File: src/rtl/riscv_wb_arbiter.sv
// Write-back arbiter: four per-source result FIFOs feeding four register-file write ports,
// with same-rd conflicts resolved in favour of the lowest source index.
module riscv_wb_arbiter #(
    parameter int unsigned FIFO_DEPTH = 2
) (
    input  logic         clk_i,
    input  logic         rst_i,
    input  logic [3:0]   src_valid_i,
    output logic [3:0]   src_ready_o,
    input  logic [19:0]  src_rd_i,
    input  logic [127:0] src_value_i,
    output logic [4:0]   rd0_o,
    output logic [4:0]   rd1_o,
    output logic [4:0]   rd2_o,
    output logic [4:0]   rd3_o,
    output logic [31:0]  rd0_value_o,
    output logic [31:0]  rd1_value_o,
    output logic [31:0]  rd2_value_o,
    output logic [31:0]  rd3_value_o,
    output logic [31:0]  busy_o
);

    localparam int unsigned PTR_W = (FIFO_DEPTH > 1) ? $clog2(FIFO_DEPTH) : 1;
    localparam int unsigned CNT_W = PTR_W + 1;

    logic [4:0]       r_fifo_rd  [4][FIFO_DEPTH];
    logic [31:0]      r_fifo_val [4][FIFO_DEPTH];
    logic [PTR_W-1:0] r_wptr     [4];
    logic [PTR_W-1:0] r_rptr     [4];
    logic [CNT_W-1:0] r_count    [4];
    logic [4:0]       r_out_rd   [4];
    logic [31:0]      r_out_val  [4];

    logic [4:0]  w_head_rd  [4];
    logic [31:0] w_head_val [4];
    logic [3:0]  w_head_vld;
    logic [3:0]  w_cand;
    logic [3:0]  w_issue;
    logic [3:0]  w_pop;
    logic [3:0]  w_push;
    logic [31:0] w_busy;

    always_comb begin
        for (int k = 0; k < 4; k++) begin
            w_head_rd[k]  = r_fifo_rd[k][r_rptr[k]];
            w_head_val[k] = r_fifo_val[k][r_rptr[k]];
            w_head_vld[k] = (r_count[k] != '0);
            w_cand[k]     = w_head_vld[k] && (w_head_rd[k] != 5'd0);
            src_ready_o[k] = !rst_i && (r_count[k] < CNT_W'(FIFO_DEPTH));
            w_push[k]     = src_valid_i[k] && src_ready_o[k];
        end
    end

    // A candidate loses to any lower-index candidate targeting the same rd.
    always_comb begin
        w_issue = '0;
        w_pop   = '0;
        for (int k = 0; k < 4; k++) begin
            w_issue[k] = w_cand[k];
            for (int j = 0; j < k; j++) begin
                if (w_cand[j] && (w_head_rd[j] == w_head_rd[k])) begin
                    w_issue[k] = 1'b0;
                end
            end
            // rd = 0 entries are discarded at the head without using the port.
            w_pop[k] = w_issue[k] || (w_head_vld[k] && !w_cand[k]);
        end
    end

    always_ff @(posedge clk_i or posedge rst_i) begin
        if (rst_i) begin
            for (int k = 0; k < 4; k++) begin
                r_wptr[k]    <= '0;
                r_rptr[k]    <= '0;
                r_count[k]   <= '0;
                r_out_rd[k]  <= '0;
                r_out_val[k] <= '0;
            end
        end else begin
            for (int k = 0; k < 4; k++) begin
                if (w_push[k]) begin
                    r_wptr[k] <= r_wptr[k] + PTR_W'(1);
                end
                if (w_pop[k]) begin
                    r_rptr[k] <= r_rptr[k] + PTR_W'(1);
                end
                if (w_push[k] && !w_pop[k]) begin
                    r_count[k] <= r_count[k] + CNT_W'(1);
                end else if (!w_push[k] && w_pop[k]) begin
                    r_count[k] <= r_count[k] - CNT_W'(1);
                end
                r_out_rd[k]  <= w_issue[k] ? w_head_rd[k]  : 5'd0;
                r_out_val[k] <= w_issue[k] ? w_head_val[k] : 32'd0;
            end
        end
    end

    always_ff @(posedge clk_i) begin
        for (int k = 0; k < 4; k++) begin
            if (w_push[k]) begin
                r_fifo_rd[k][r_wptr[k]]  <= src_rd_i[5*k +: 5];
                r_fifo_val[k][r_wptr[k]] <= src_value_i[32*k +: 32];
            end
        end
    end

    // A slot is live when its distance from the read pointer is below the occupancy.
    always_comb begin
        w_busy = '0;
        for (int k = 0; k < 4; k++) begin
            for (int i = 0; i < FIFO_DEPTH; i++) begin
                if (CNT_W'(PTR_W'(PTR_W'(i) - r_rptr[k])) < r_count[k]) begin
                    w_busy[r_fifo_rd[k][i]] = 1'b1;
                end
            end
            w_busy[r_out_rd[k]] = 1'b1;
        end
        w_busy[0] = 1'b0;
    end

    assign busy_o      = w_busy;
    assign rd0_o       = r_out_rd[0];
    assign rd1_o       = r_out_rd[1];
    assign rd2_o       = r_out_rd[2];
    assign rd3_o       = r_out_rd[3];
    assign rd0_value_o = r_out_val[0];
    assign rd1_value_o = r_out_val[1];
    assign rd2_value_o = r_out_val[2];
    assign rd3_value_o = r_out_val[3];

endmodule

File: config.mk
export PLATFORM = sky130hd
export DESIGN_NAME = riscv_wb_arbiter
export DESIGN_NICKNAME = d
export VERILOG_FILES = /design/src/rtl/riscv_wb_arbiter.sv
export SDC_FILE = /design/constraint.sdc
export NUM_CORES = 1
export LEC_CHECK = 0
export BUFFER_PORTS_ARGS = -buffer_cell sky130_fd_sc_hd__buf_4
export CAP_MARGIN = 20
export CORE_ASPECT_RATIO = 1.5
export CORE_MARGIN = 2
export CORE_UTILIZATION = 56
export CTS_CLUSTER_DIAMETER = 100
export DETAILED_ROUTE_END_ITERATION = 12
export PLACE_DENSITY = 0.8
export SLEW_MARGIN = 20
export SYNTH_ARGS = -nofsm -noshare
export SYNTH_HDL_FRONTEND = slang
export SYNTH_SLANG_ARGS = --single-unit
File: constraint.sdc
create_clock -name clk_i -period 5.8 [get_ports clk_i]
set_input_delay 0.29 -clock clk_i [delete_from_list [all_inputs] [get_ports clk_i]]
set_output_delay 0.29 -clock clk_i [all_outputs]
set_load 0.03 [all_outputs]
Word level (Yosys, flattened, before mapping) --
Memory sizes are Yosys's and may differ from the RTL's. Cells that the tools add are included.
Storage, ports and cells: RAM bits 296, bits in registers 164, memories kept 2, output and inout bits 184, input port bits 154, word-level logic and storage cells 300
Cells by class: muxes and demuxes 106, equal/unequal tests 6, bitwise gates (word level) 19, reductions and logical operators 75, $add $sub $neg 24, order comparisons 48
Memory list:
- r_fifo_val | words 4, width 64, rd ports 4, clocked after memory_dff 0, wr ports 4, line 27 | logic [31:0] r_fifo_val [4][FIFO_DEPTH];
- r_fifo_rd | words 4, width 10, rd ports 4, clocked after memory_dff 0, wr ports 4, line 26 | logic [4:0] r_fifo_rd [4][FIFO_DEPTH];
Operator list (count):
- $mux W32 | 28
- $or A32 B32 Y32 | 11
- $mux W64 | 4
- $demux W32 S1 | 4
- $mux W5 | 20
- $lt A5 B6 Y1 const B | 12
- $demux W1 S5 | 12
- $ge A5 B1 Y1 const B | 12
- $logic_and A1 B1 Y1 | 46
- $mux W10 | 4
- $eq A5 B5 Y1 | 6
- $mux W1 | 22
- $demux W5 S1 | 4
- $reduce_bool A5 Y1 | 4
- $ge A2 B2 Y1 const B | 8
- $lt A1 B2 Y1 | 8
- $mux W2 | 8
- $not A1 Y2 | 8
- $reduce_bool A2 Y1 | 8
- $logic_not A1 Y1 | 13
- $add A1 B1 Y1 const B | 8
- $add A2 B1 Y2 const B | 4
- $lt A2 B1 Y1 const B | 4
- $lt A2 B2 Y1 const B | 4
- other kinds (3) | 16

Depth between registers and ports, before layout --
Gate-level depths: netlist of run 1. An unclocked memory read counts as a cell.
depth in word-level cells 24, depth in mapped cells 12, depth with buffers taken out 9

Worst setup path before layout of run 1 --
OpenSTA, ideal clock, no wires.
path type register to register, from register r_count[7] in the netlist's numbering, to memory r_fifo_rd[0][5] in the netlist's numbering, enable pin, required time 5369 ps, cell stages (with the launch flop) 5, slack 2589 ps, path buffers 1, data arrival time 2780 ps, clock period less this slack 3211 ps, library setup time 431 ps, path through dfrtp_1 -> clkbuf_1 -> nor2_1 -> nand2_1 -> nor2_1
RTL lines:
- from (decl) | line 30 | logic [CNT_W-1:0] r_count [4];
- from (signal, indexed assignment) | line 88 | r_count[k] <= r_count[k] + CNT_W'(1);
- from (signal, indexed assignment) | line 90 | r_count[k] <= r_count[k] - CNT_W'(1);
- to (decl) | line 26

Final worst setup path of run 1 --
from register r_rptr[1] in the netlist's numbering, to output port busy_o[11]
Between the ends: word-level cells in the longest chain between the ends 11, elaborated cells on any way between the ends 13, classes of those cells 2 x add/sub; 2 x order compare; 4 x mux; 5 x bitwise
Ends and longest elaborated chain:
- from (decl) | line 29 | logic [PTR_W-1:0] r_rptr [4];
- from (signal, indexed assignment) | line 85 | r_rptr[k] <= r_rptr[k] + PTR_W'(1);
- $sub A1 B1 Y1 | line 112 | if (CNT_W'(PTR_W'(PTR_W'(i) - r_rptr[k])) < r_count[k]) begin
- $lt A1 B2 Y1 | line 112
- $mux W32 | line 112
- $or A32 B32 Y32 (no line)
- $mux W32 * | line 112
- $or A32 B32 Y32 (no line) *
- $or A32 B32 Y32 (no line)
- $mux W32 * | line 112
- $or A32 B32 Y32 (no line)
- $mux W32 * | line 112
- $or A32 B32 Y32 (no line) *
- to (decl) | line 20 | output logic [31:0] busy_o
Mark *: on every way between the ends. The rest lies on a longest branch, timed or not.

==> reports/qor.csv, run 1 <==
stage,metric,value,unit
run_status,status,"complete, no violations",
route,antenna_left,0,
route,drcViolationCount,0,
placement,gp_congestion,1.07,
clocking,cts_sinks,460,
worst_setup_path,worst_setup_path_end_kind,primary output,
sta,holdWs,126,ps
sta,hold_viol_final,0,
clocking,root_buffer,clkbuf_16,
sta,period_share,0.708,
sta,fin_setup_tns,0,ps
grt,overflow,0,
worst_setup_path,cp.required,5510,ps
sta,setup_viol,0,
placement,post-dp-hpwl,43200,um
min_path,whs_path_depth,3,
sta,finClkSkew,21.7,ps
yosys,syn-num-nets,1642,
yosys,async_reset_ff_frac,0.357,
sta,tightestPinTransition,1150,ps
cells_and_area,fin_nets,2090,
worst_setup_path,crit_arrival,3820,ps
grt,antenna_found_initial,1,
clocking,ctsResizeCount,0,
clocking,cts_tree,done,
placement,port_buffers,336,
sta,fmax,244,MHz
cells_and_area,utilization,0.737,
yosys,synth-main-ff-cell,edfxtp_1,
worst_setup_path,r2r_start,r_rptr[1],
cells_and_area,drive_gt1_frac,0.245,
grt,grt_pass1_vias,15800,
yosys,ys_ff_latch,460,
floorplan,core_region_area,34300,um^2
route,first_pass_iters,9,
route,viasPerCell,6.39,
yosys,synth_warnings,0,
power,p_leak,10.2,nW
power,max-vdd-ir-drop,0.000344,V
sta,slew_headroom,0.230,
floorplan,start_util,0.568,
floorplan,dieHeight,232,um
min_path,hold_end,r_wptr[0],
power,p_int,0.00797,W
worst_setup_path,ff2ff_setup_slack,2210,ps
clocking,clock_path_buffers,3,
route,drt-initial-drc-count,1391,
grt,grt_max_degree,68,
power,power_density,545,nW/um^2
power,design_power_total,0.0138,W
yosys,syn_area,19400,um^2
clocking,hold_buffers,149,
yosys,ys_seq_area_frac,0.668,
route,routed_wl,69100,um
cells_and_area,fillers,2083,
yosys,synth-edff-count,296,
worst_setup_path,startpoint_type,register,
sta,maxSlewViolCount,0,
worst_setup_path,reg2reg_to,r_count[1],
grt,track_usage,0.377,
min_path,worstHoldPathType,primary input to register,
route,post_drt_wl_per_cell,28.9,um
worst_setup_path,crit_type,register to primary output,
clocking,numCtsBuffers,41,
floorplan,die_w,156,um
power,switchingPower,0.00580,W
power,netSwitchingFraction,0.421,
sta,rsz0062_at_grt,no,
cells_and_area,syn_to_final_growth,29.9,%
floorplan,io_pins,338,
yosys,syn-instance-count,1484,
power,seq_power_share,0.364,
worst_setup_path,worstPathMaxFanout,23,
worst_setup_path,reg2reg_depth,11,
placement,dp_cells,2162,
sta,period_minus_slack,4110,ps
min_path,min_from,src_valid_i[3],
yosys,avgSynthCellArea,13.1,um^2
floorplan,dieArea,36300,um^2
clocking,clkTransAtPathRegs,70,ps
grt,grt_pass1_wl,100000,um
clocking,post-cts-setup-buffer-count,0,
power,p_comb_frac,0.425,
clocking,htree_levels,2,
cells_and_area,final_cells,2391,
route,vias,15300,
power,clockPowerShare,0.211,
yosys,synth_cell_types,60,
floorplan,rows,83,
job,drv_cap,0,
clocking,clk-insertion-delay-late,560,ps
[how the worst max path moves through the flow]
stage,startpoint,end,slack (ps)
3_5_place_dp,r_rptr[1],r_count[1],2230
3_3_place_gp,r_rptr[1],r_count[1],2260
2_1_floorplan,rst_i,r_count[0],1080
5_1_grt,r_rptr[1],busy_o[11],1620
4_1_cts,r_rptr[1],busy_o[11],1920
6_report,r_rptr[1],busy_o[11],1690
[worst max-delay path, cell delays in order, from the launching register on]
cell,delay (ps)
dfrtp_2,770
buf_4,480
inv_1,130
a21oi_1,250
nand3b_1,570
nor2_1,100
nor4_1,370
o2111ai_1,310
buf_4,270
[sequential cells by signal, summed over array words and instances, names as in the netlist, 8 cells and up]
| name | flops |
|---|---|
| r_fifo_val | 256 |
| rd3_value_o | 32 |
| r_fifo_rd | 40 |
| rd2_value_o | 32 |
| rd1_value_o | 32 |
| r_count | 8 |
| rd0_value_o | 32 |
[power by group through the flow]
stage / combinational (W) / sequential, W / clock (W)
after floorplan: 0.00277 / 0.00562 / 0
after global placement: 0.00548 / 0.00497 / 0
after detailed placement: 0.00554 / 0.00499 / 0
after CTS: 0.00568 / 0.00494 / 0.00287
after global routing: 0.00611 / 0.00506 / 0.00304
final: 0.00585 / 0.00502 / 0.00290
[cell usage after synthesis (17+ instances only)]
cell type,n,share of area
inv_1,21,0.0041
buf_2,17,0.0044
dfrtp_1,164,0.21
edfxtp_1,296,0.46
xnor2_1,24,0.011
clkbuf_1,72,0.014
or3b_2,19,0.0086
o22ai_1,107,0.034
or3_1,18,0.0058
nand3_1,36,0.0093
mux2i_1,142,0.073
nand3b_1,39,0.015
xor2_1,26,0.012
nor2_1,207,0.040
nand2_1,44,0.0085
nor3_1,59,0.015
[kinds of logic after synthesis]
group                      synth area share
and+or+nand+nor                       0.131
DFF                                   0.668
AOI/OAI and AO/OA                    0.0711
muxes                                0.0782
buffers and inverters                0.0264
xor gates and xnor gates             0.0225
adders and majority gates           0.00257
other                              0.000193
[final cells by class]
type | instances | area, um^2 | share of cell area
Multi-Input combinational cell | 906 | 6020 | 0.238
Clock buffer | 58 | 1170 | 0.0463
Inverter | 21 | 83.8 | 0.00332
Antenna cell | 1 | 2.50 | 0.0000990
Sequential cell | 460 | 13000 | 0.514
Timing Repair Buffer | 502 | 4210 | 0.167
Clock inverter | 18 | 255 | 0.0101
Tap cell | 425 | 532 | 0.0210
[through the flow]
| step | cell area (um^2) | worst slack [ps] |
|---|---|---|
| floorplan | 19400 | 1080 |
| global placement | 22200 | 2260 |
| detailed placement | 22300 | 2230 |
| CTS | 25200 | 1920 |
| global route | 25300 | 1620 |
| finish | 25300 | 1690 |
[metal layers]
metal,up-vias,share of wire,routed length (um),track usage
met1,7564,0.32,22300,0.421
met2,1005,0.53,36500,0.675
li1,6422,-,-,-
met3,285,0.084,5820,0.0782
met4,0,0.064,4430,0.202
met5,-,0,0,0
[cell usage in the layout (no fill, tap or decap), types with 5 or more instances in the layout]
| master | n |
|---|---|
| a211oi_1 | 12 |
| a21oi_1 | 16 |
| a221oi_1 | 5 |
| buf_4 | 349 |
| bufinv_16 | 5 |
| clkbuf_1 | 10 |
| clkbuf_16 | 42 |
| clkbuf_8 | 6 |
| clkinv_2 | 6 |
| dfrtp_1 | 160 |
| dlygate4sd3_1 | 149 |
| edfxtp_1 | 296 |
| inv_1 | 20 |
| mux2i_1 | 142 |
| nand2_1 | 44 |
| nand2b_1 | 10 |
| nand3_1 | 36 |
| nand3b_1 | 39 |
| nand4_1 | 11 |
| nor2_1 | 202 |
| nor3_1 | 59 |
| nor3_2 | 10 |
| nor3b_1 | 8 |
| o211ai_1 | 5 |
| o21ai_0 | 14 |
| o22a_1 | 7 |
| o22ai_1 | 107 |
| o32ai_1 | 8 |
| or2_2 | 5 |
| or3_1 | 18 |
| or3b_2 | 19 |
| or4_1 | 6 |
| xnor2_1 | 24 |
| xor2_1 | 26 |
Note: power is estimated with default switching activity, not from simulation.
==> inputs of run 2 (changes only) <==
--- a/config.mk
+++ b/config.mk
@@ -9,10 +9,10 @@
 export CAP_MARGIN = 20
 export CORE_ASPECT_RATIO = 1.5
 export CORE_MARGIN = 2
-export CORE_UTILIZATION = 56
+export CORE_UTILIZATION = 51
 export CTS_CLUSTER_DIAMETER = 100
 export DETAILED_ROUTE_END_ITERATION = 12
-export PLACE_DENSITY = 0.8
+export PLACE_DENSITY = 0.77
 export SLEW_MARGIN = 20
 export SYNTH_ARGS = -nofsm -noshare
 export SYNTH_HDL_FRONTEND = slang
==> constraint.sdc (replaced) <==
create_clock -name clk_i -period 3.36 [get_ports clk_i]
set_input_delay 0.168 -clock clk_i [delete_from_list [all_inputs] [get_ports clk_i]]
set_output_delay 0.168 -clock clk_i [all_outputs]
set_load 0.03 [all_outputs]
==> run 2 against run 1 <==
Effect of this change:
- total power grew 70%
- via count shrank 2.6%
- die area grew 9.6%
- first-iteration DRC count grew 13%
- critical path depth shrank 1
- utilization shrank 6.2 points
- non-clock buffer count grew 19
==> reports/qor.csv, run 2 (synthesis results as in run 1) <==
stage,metric,value,unit
run_status,status,"complete, no violations",
clocking,numCtsBuffers,42,
placement,dp_cells,2246,
sta,tightestPinTransition,956,ps
grt,grt_pass1_wl,95100,um
route,met3_wirelength,4050,um
worst_setup_path,crit_path_start,rd2_o[1],
route,routed_wl,64600,um
min_path,whs_path_depth,3,
sta,period_share,0.947,
route,top_layer,met4,
worst_setup_path,reg2reg_to,r_count[3],
worst_setup_path,reg2reg_depth,8,
cells_and_area,layout_common_cells,"369 x buf_4, 296 x edfxtp_1, 202 x nor2_1, 160 x dfrtp_1, 151 x dlygate4sd3_1",
power,power_density,923,nW/um^2
sta,period_minus_slack,3180,ps
power,design_power_total,0.0234,W
grt,track_usage,0.324,
floorplan,core_region_area,37600,um^2
cells_and_area,layout.cells.most_common,buf_4,
floorplan,rows,87,
cells_and_area,utilization,0.676,
route,met2_length,33400,um
route,vias,14900,
cells_and_area,syn_to_final_growth,30.5,%
min_path,hold_end,r_wptr[2],
placement,gp_congestion,1.03,
grt,antenna_found_initial,2,
sta,setup_viol,0,
worst_setup_path,startpoint_type,register,
sta,maxSlewViolCount,0,
placement,port_buffers,336,
floorplan,dieArea,39700,um^2
placement,post-dp-hpwl,43400,um
clocking,post-cts-setup-buffer-count,0,
worst_setup_path,crit_type,register to primary output,
clocking,hold_buffers,151,
sta,finClkSkew,20.5,ps
clocking,root_buffer,clkbuf_16,
clocking,cts_tree,done,
cells_and_area,drive_gt1_frac,0.250,
min_path,min_from,src_valid_i[1],
clocking,clkTransAtPathRegs,70,ps
sta,fin_setup_tns,0,ps
route,viasPerCell,6.01,
route,met1_length,22900,um
grt,overflow,0,
route,antenna_left,0,
grt,grt_max_degree,85,
worst_setup_path,ff2ff_setup_slack,580,ps
power,max-vdd-ir-drop,0.000659,V
worst_setup_path,worstPathMaxFanout,11,
clocking,clock_path_buffers,3,
clocking,htree_levels,2,
worst_setup_path,r2r_start,r_fifo_rd[1][8],
clocking,cts_sinks,460,
route,drcViolationCount,0,
floorplan,die_w,163,um
power,p_leak,10.3,nW
route,first_pass_iters,10,
worst_setup_path,cp.required,3190,ps
sta,slew_headroom,0.358,
cells_and_area,fin_nets,2110,
cells_and_area,final_cells,2475,
job,drv_cap,0,
sta,fmax,314,MHz
route,post_drt_wl_per_cell,26.1,um
floorplan,io_pins,338,
route,drt-initial-drc-count,1576,
clocking,ctsResizeCount,0,
worst_setup_path,worst_setup_path_end_kind,primary output,
floorplan,start_util,0.518,
sta,hold_viol_final,0,
worst_setup_path,crit_arrival,3020,ps
min_path,worstHoldPathType,primary input to register,
clocking,clk-insertion-delay-late,540,ps
floorplan,dieHeight,243,um
sta,rsz0062_at_grt,no,
grt,grt_pass1_vias,15500,
cells_and_area,largest_register_ffs,256,
==> run 2: cell types whose count changed in the layout (fill, tap and decap cells not counted), moves of 2 or more <==
| cell | before | now |
|---|---|---|
| buf_16 | 3 | 0 |
| bufinv_16 | 5 | 3 |
| buf_4 | 349 | 369 |
| clkbuf_1 | 10 | 13 |
| dlygate4sd3_1 | 149 | 151 |
| clkinvlp_4 | 0 | 3 |
==> run 2: per-stage QoR <==
step | hold slack (ps) | instance area, um^2 | setup WS (ps)
2_1_floorplan | 267 | 19500 | 149
3_3_place_gp | 353 | 22500 | 632
3_5_place_dp | 356 | 22500 | 664
4_1_cts | 8.49 | 25400 | 272
5_1_grt | 44.2 | 25400 | 37.9
6_report | 18.7 | 25400 | 176
==> run 2: layout make-up <==
class / count / area, um^2
sequential: 460 / 13000
fill: 2599 / 12200
multi-input combinational: 906 / 6000
timing repair buffer: 521 / 4300
clock buffer: 61 / 1190
tap: 489 / 612
clock inverter: 16 / 180
inverter: 21 / 82.6
antenna: 1 / 2.50
==> run 2: how the worst max path moves through the flow <==
| stage | cells past startpoint | slack, ps | endpoint |
|---|---|---|---|
| final | 7 | 180 | busy_o[29] |
| after global routing | 7 | 40 | busy_o[29] |
| after CTS | 7 | 270 | busy_o[27] |
| after detailed placement | 7 | 660 | rd3_value_o[6] |
| after global placement | 9 | 630 | r_count[3] |
| after floorplan | 4 | 150 | r_fifo_rd[0][5] |
==> run 2: critical path, cell delays in order, from the launching register on <==
cell and delay, ps:
dfrtp_1 700, nand2b_1 470, o22ai_1 160, nor2_1 170
o21ai_0 110, nor3_1 500, nand2_1 170, buf_4 200
==> run 2: report_power, final <==
| part | switching (W) | leakage [nW] | internal [W] |
|---|---|---|---|
| registers | 0.00107 | 4.71 | 0.00741 |
| clock network | 0.00206 | 0.667 | 0.00272 |
| logic | 0.00660 | 4.89 | 0.00357 |
| total | 0.00972 | 10.3 | 0.0137 |
==> run 2: routing by layer <==
metal | track usage | vias to the layer above
met5 | 0 | -
met4 | 0.177 | 0
met3 | 0.0521 | 266
met2 | 0.575 | 813
met1 | 0.369 | 7345
li1 | - | 6450
==> inputs of run 3 (changes only) <==
--- a/config.mk
+++ b/config.mk
@@ -9,10 +9,10 @@
 export CAP_MARGIN = 20
 export CORE_ASPECT_RATIO = 1.5
 export CORE_MARGIN = 2
-export CORE_UTILIZATION = 51
+export CORE_UTILIZATION = 50
 export CTS_CLUSTER_DIAMETER = 100
 export DETAILED_ROUTE_END_ITERATION = 12
-export PLACE_DENSITY = 0.77
+export PLACE_DENSITY = 0.75
 export SLEW_MARGIN = 20
 export SYNTH_ARGS = -nofsm -noshare
 export SYNTH_HDL_FRONTEND = slang
==> run 3 against run 2 <==
Effect of this change:
- total power rose by 0.49%
- via count rose by 0.32%
- wire length rose by 3.3%
- count of clock-buffer cells in the layout rose by 3
- worst hold slack improved by 1.2 ps
- clock skew rose by 4.8 ps
- register-to-register slack improved by 50 ps
- largest power group unchanged
- sequential power barely moved
- combinational power barely moved
- critical path depth did not move
==> reports/qor.csv, run 3 (synthesis results as in run 1) <==
stage,metric,value,unit
sta,period_minus_slack,3150,ps
floorplan,core_region_area,38400,um^2
worst_setup_path,r2r_start,r_rptr[0],
cells_and_area,layout_common_cells,"378 x buf_4, 296 x edfxtp_1, 202 x nor2_1, 160 x dfrtp_1, 152 x dlygate4sd3_1",
placement,post-dp-hpwl,45600,um
min_path,whs_path_depth,3,
sta,period_share,0.939,
route,post_drt_wl_per_cell,26.8,um
grt,antenna_found_initial,1,
grt,track_usage,0.331,
sta,rsz0062_at_grt,no,
cells_and_area,syn_to_final_growth,31.2,%
grt,grt_pass1_vias,15600,
route,first_pass_iters,9,
sta,fin_setup_tns,0,ps
cells_and_area,largest_register_ffs,256,
worst_setup_path,reg2reg_to,rd3_value_o[12],
clocking,post-cts-setup-buffer-count,0,
sta,setup_viol,0,
power,max-vdd-ir-drop,0.000603,V
min_path,hold_end,r_wptr[1],
sta,fmax,317,MHz
floorplan,dieArea,40500,um^2
placement,port_buffers,336,
floorplan,rows,88,
clocking,clock_path_buffers,3,
floorplan,die_w,165,um
worst_setup_path,crit_arrival,2990,ps
placement,gp_congestion,1.01,
cells_and_area,layout.cells.most_common,buf_4,
route,drt-initial-drc-count,1431,
cells_and_area,drive_gt1_frac,0.255,
placement,dp_slack,636,ps
worst_setup_path,crit_path_start,r_rptr[2],
grt,grt_max_degree,86,
clocking,numCtsBuffers,42,
grt,overflow,0,
sta,hold_viol_final,0,
clocking,htree_levels,2,
route,vias,14900,
min_path,worstHoldPathType,primary input to register,
clocking,clkTransAtPathRegs,60,ps
worst_setup_path,cp.required,3190,ps
worst_setup_path,startpoint_type,register,
route,antenna_left,0,
power,power_density,922,nW/um^2
sta,finClkSkew,25.3,ps
placement,placed_cell_area,22600,um^2
worst_setup_path,crit_type,register to primary output,
job,drv_cap,0,
clocking,cts_sinks,460,
run_status,status,"complete, no violations",
worst_setup_path,worst_setup_path_end_kind,primary output,
floorplan,start_util,0.506,
clocking,clk-insertion-delay-late,560,ps
sta,slew_headroom,0.362,
sta,tightestPinTransition,957,ps
worst_setup_path,ff2ff_setup_slack,630,ps
worst_setup_path,worstPathMaxFanout,10,
floorplan,dieHeight,246,um
clocking,cts_tree,done,
sta,maxSlewViolCount,0,
cells_and_area,fin_nets,2121,
min_path,min_from,src_valid_i[2],
route,drcViolationCount,0,
route,routed_wl,66700,um
clocking,root_buffer,clkbuf_16,
cells_and_area,postLayoutCellArea,25500,um^2
floorplan,io_pins,338,
cells_and_area,fillers,2666,
worst_setup_path,reg2reg_depth,6,
sta,holdWs,19.9,ps
power,p_leak,10.3,nW
grt,grt_pass1_wl,98400,um
route,viasPerCell,5.98,
sta,setup_ws,206,ps
[run 3: through the flow]
step	total power, W	util	cells
6_report	0.0235	0.664	2494
5_1_grt	0.0244	0.664	2493
4_1_cts	0.0234	0.664	2492
3_5_place_dp	0.0184	0.588	2262
3_3_place_gp	0.0183	0.588	2262
2_1_floorplan	0.0145	-	1484
[run 3: cell type report]
cell class                 instances  area (um^2)  area share
antenna                            2         5.00    0.000196
clock buffer                      64         1270      0.0496
clock inverter                    14          150     0.00588
inverter                          21         82.6     0.00324
multi-input combinational        906         6000       0.235
sequential                       460        13000       0.509
tap                              495          619      0.0243
timing repair buffer             532         4400       0.172
[run 3: worst max path at each step]
stage	endpoint	slack, ps	cells past startpoint
after floorplan	r_fifo_rd[0][5]	150	4
after global placement	rd3_value_o[31]	650	6
after detailed placement	r_count[3]	640	8
after CTS	busy_o[2]	220	6
after global routing	busy_o[2]	140	6
final	busy_o[3]	210	7
[run 3: power breakdown]
part	total [W]	switching [W]	internal [W]	leakage [nW]
sequential	0.00849	0.00109	0.00741	4.71
clock	0.00485	0.00207	0.00278	0.697
combinational	0.0102	0.00661	0.00359	4.95
[run 3: layer usage]
metal	global-route usage	routed length, um
met5	0	0
met1	0.383	24000
met4	0.176	4000
met2	0.585	34900
met3	0.0508	3840
[run 3: worst max-delay path, cell delays in order (launching register included)]
cell and delay, ps:
dfrtp_2 500, inv_1 100, a21oi_1 370, nand3b_1 470
inv_1 260, a22oi_1 270, o211ai_1 220, buf_4 240
[run 3: what timing repair did]
item / CTS / global route
resized for setup: 0 / 0
hold endpoints to repair: 322 / 0
hold buffers: 152 / 0
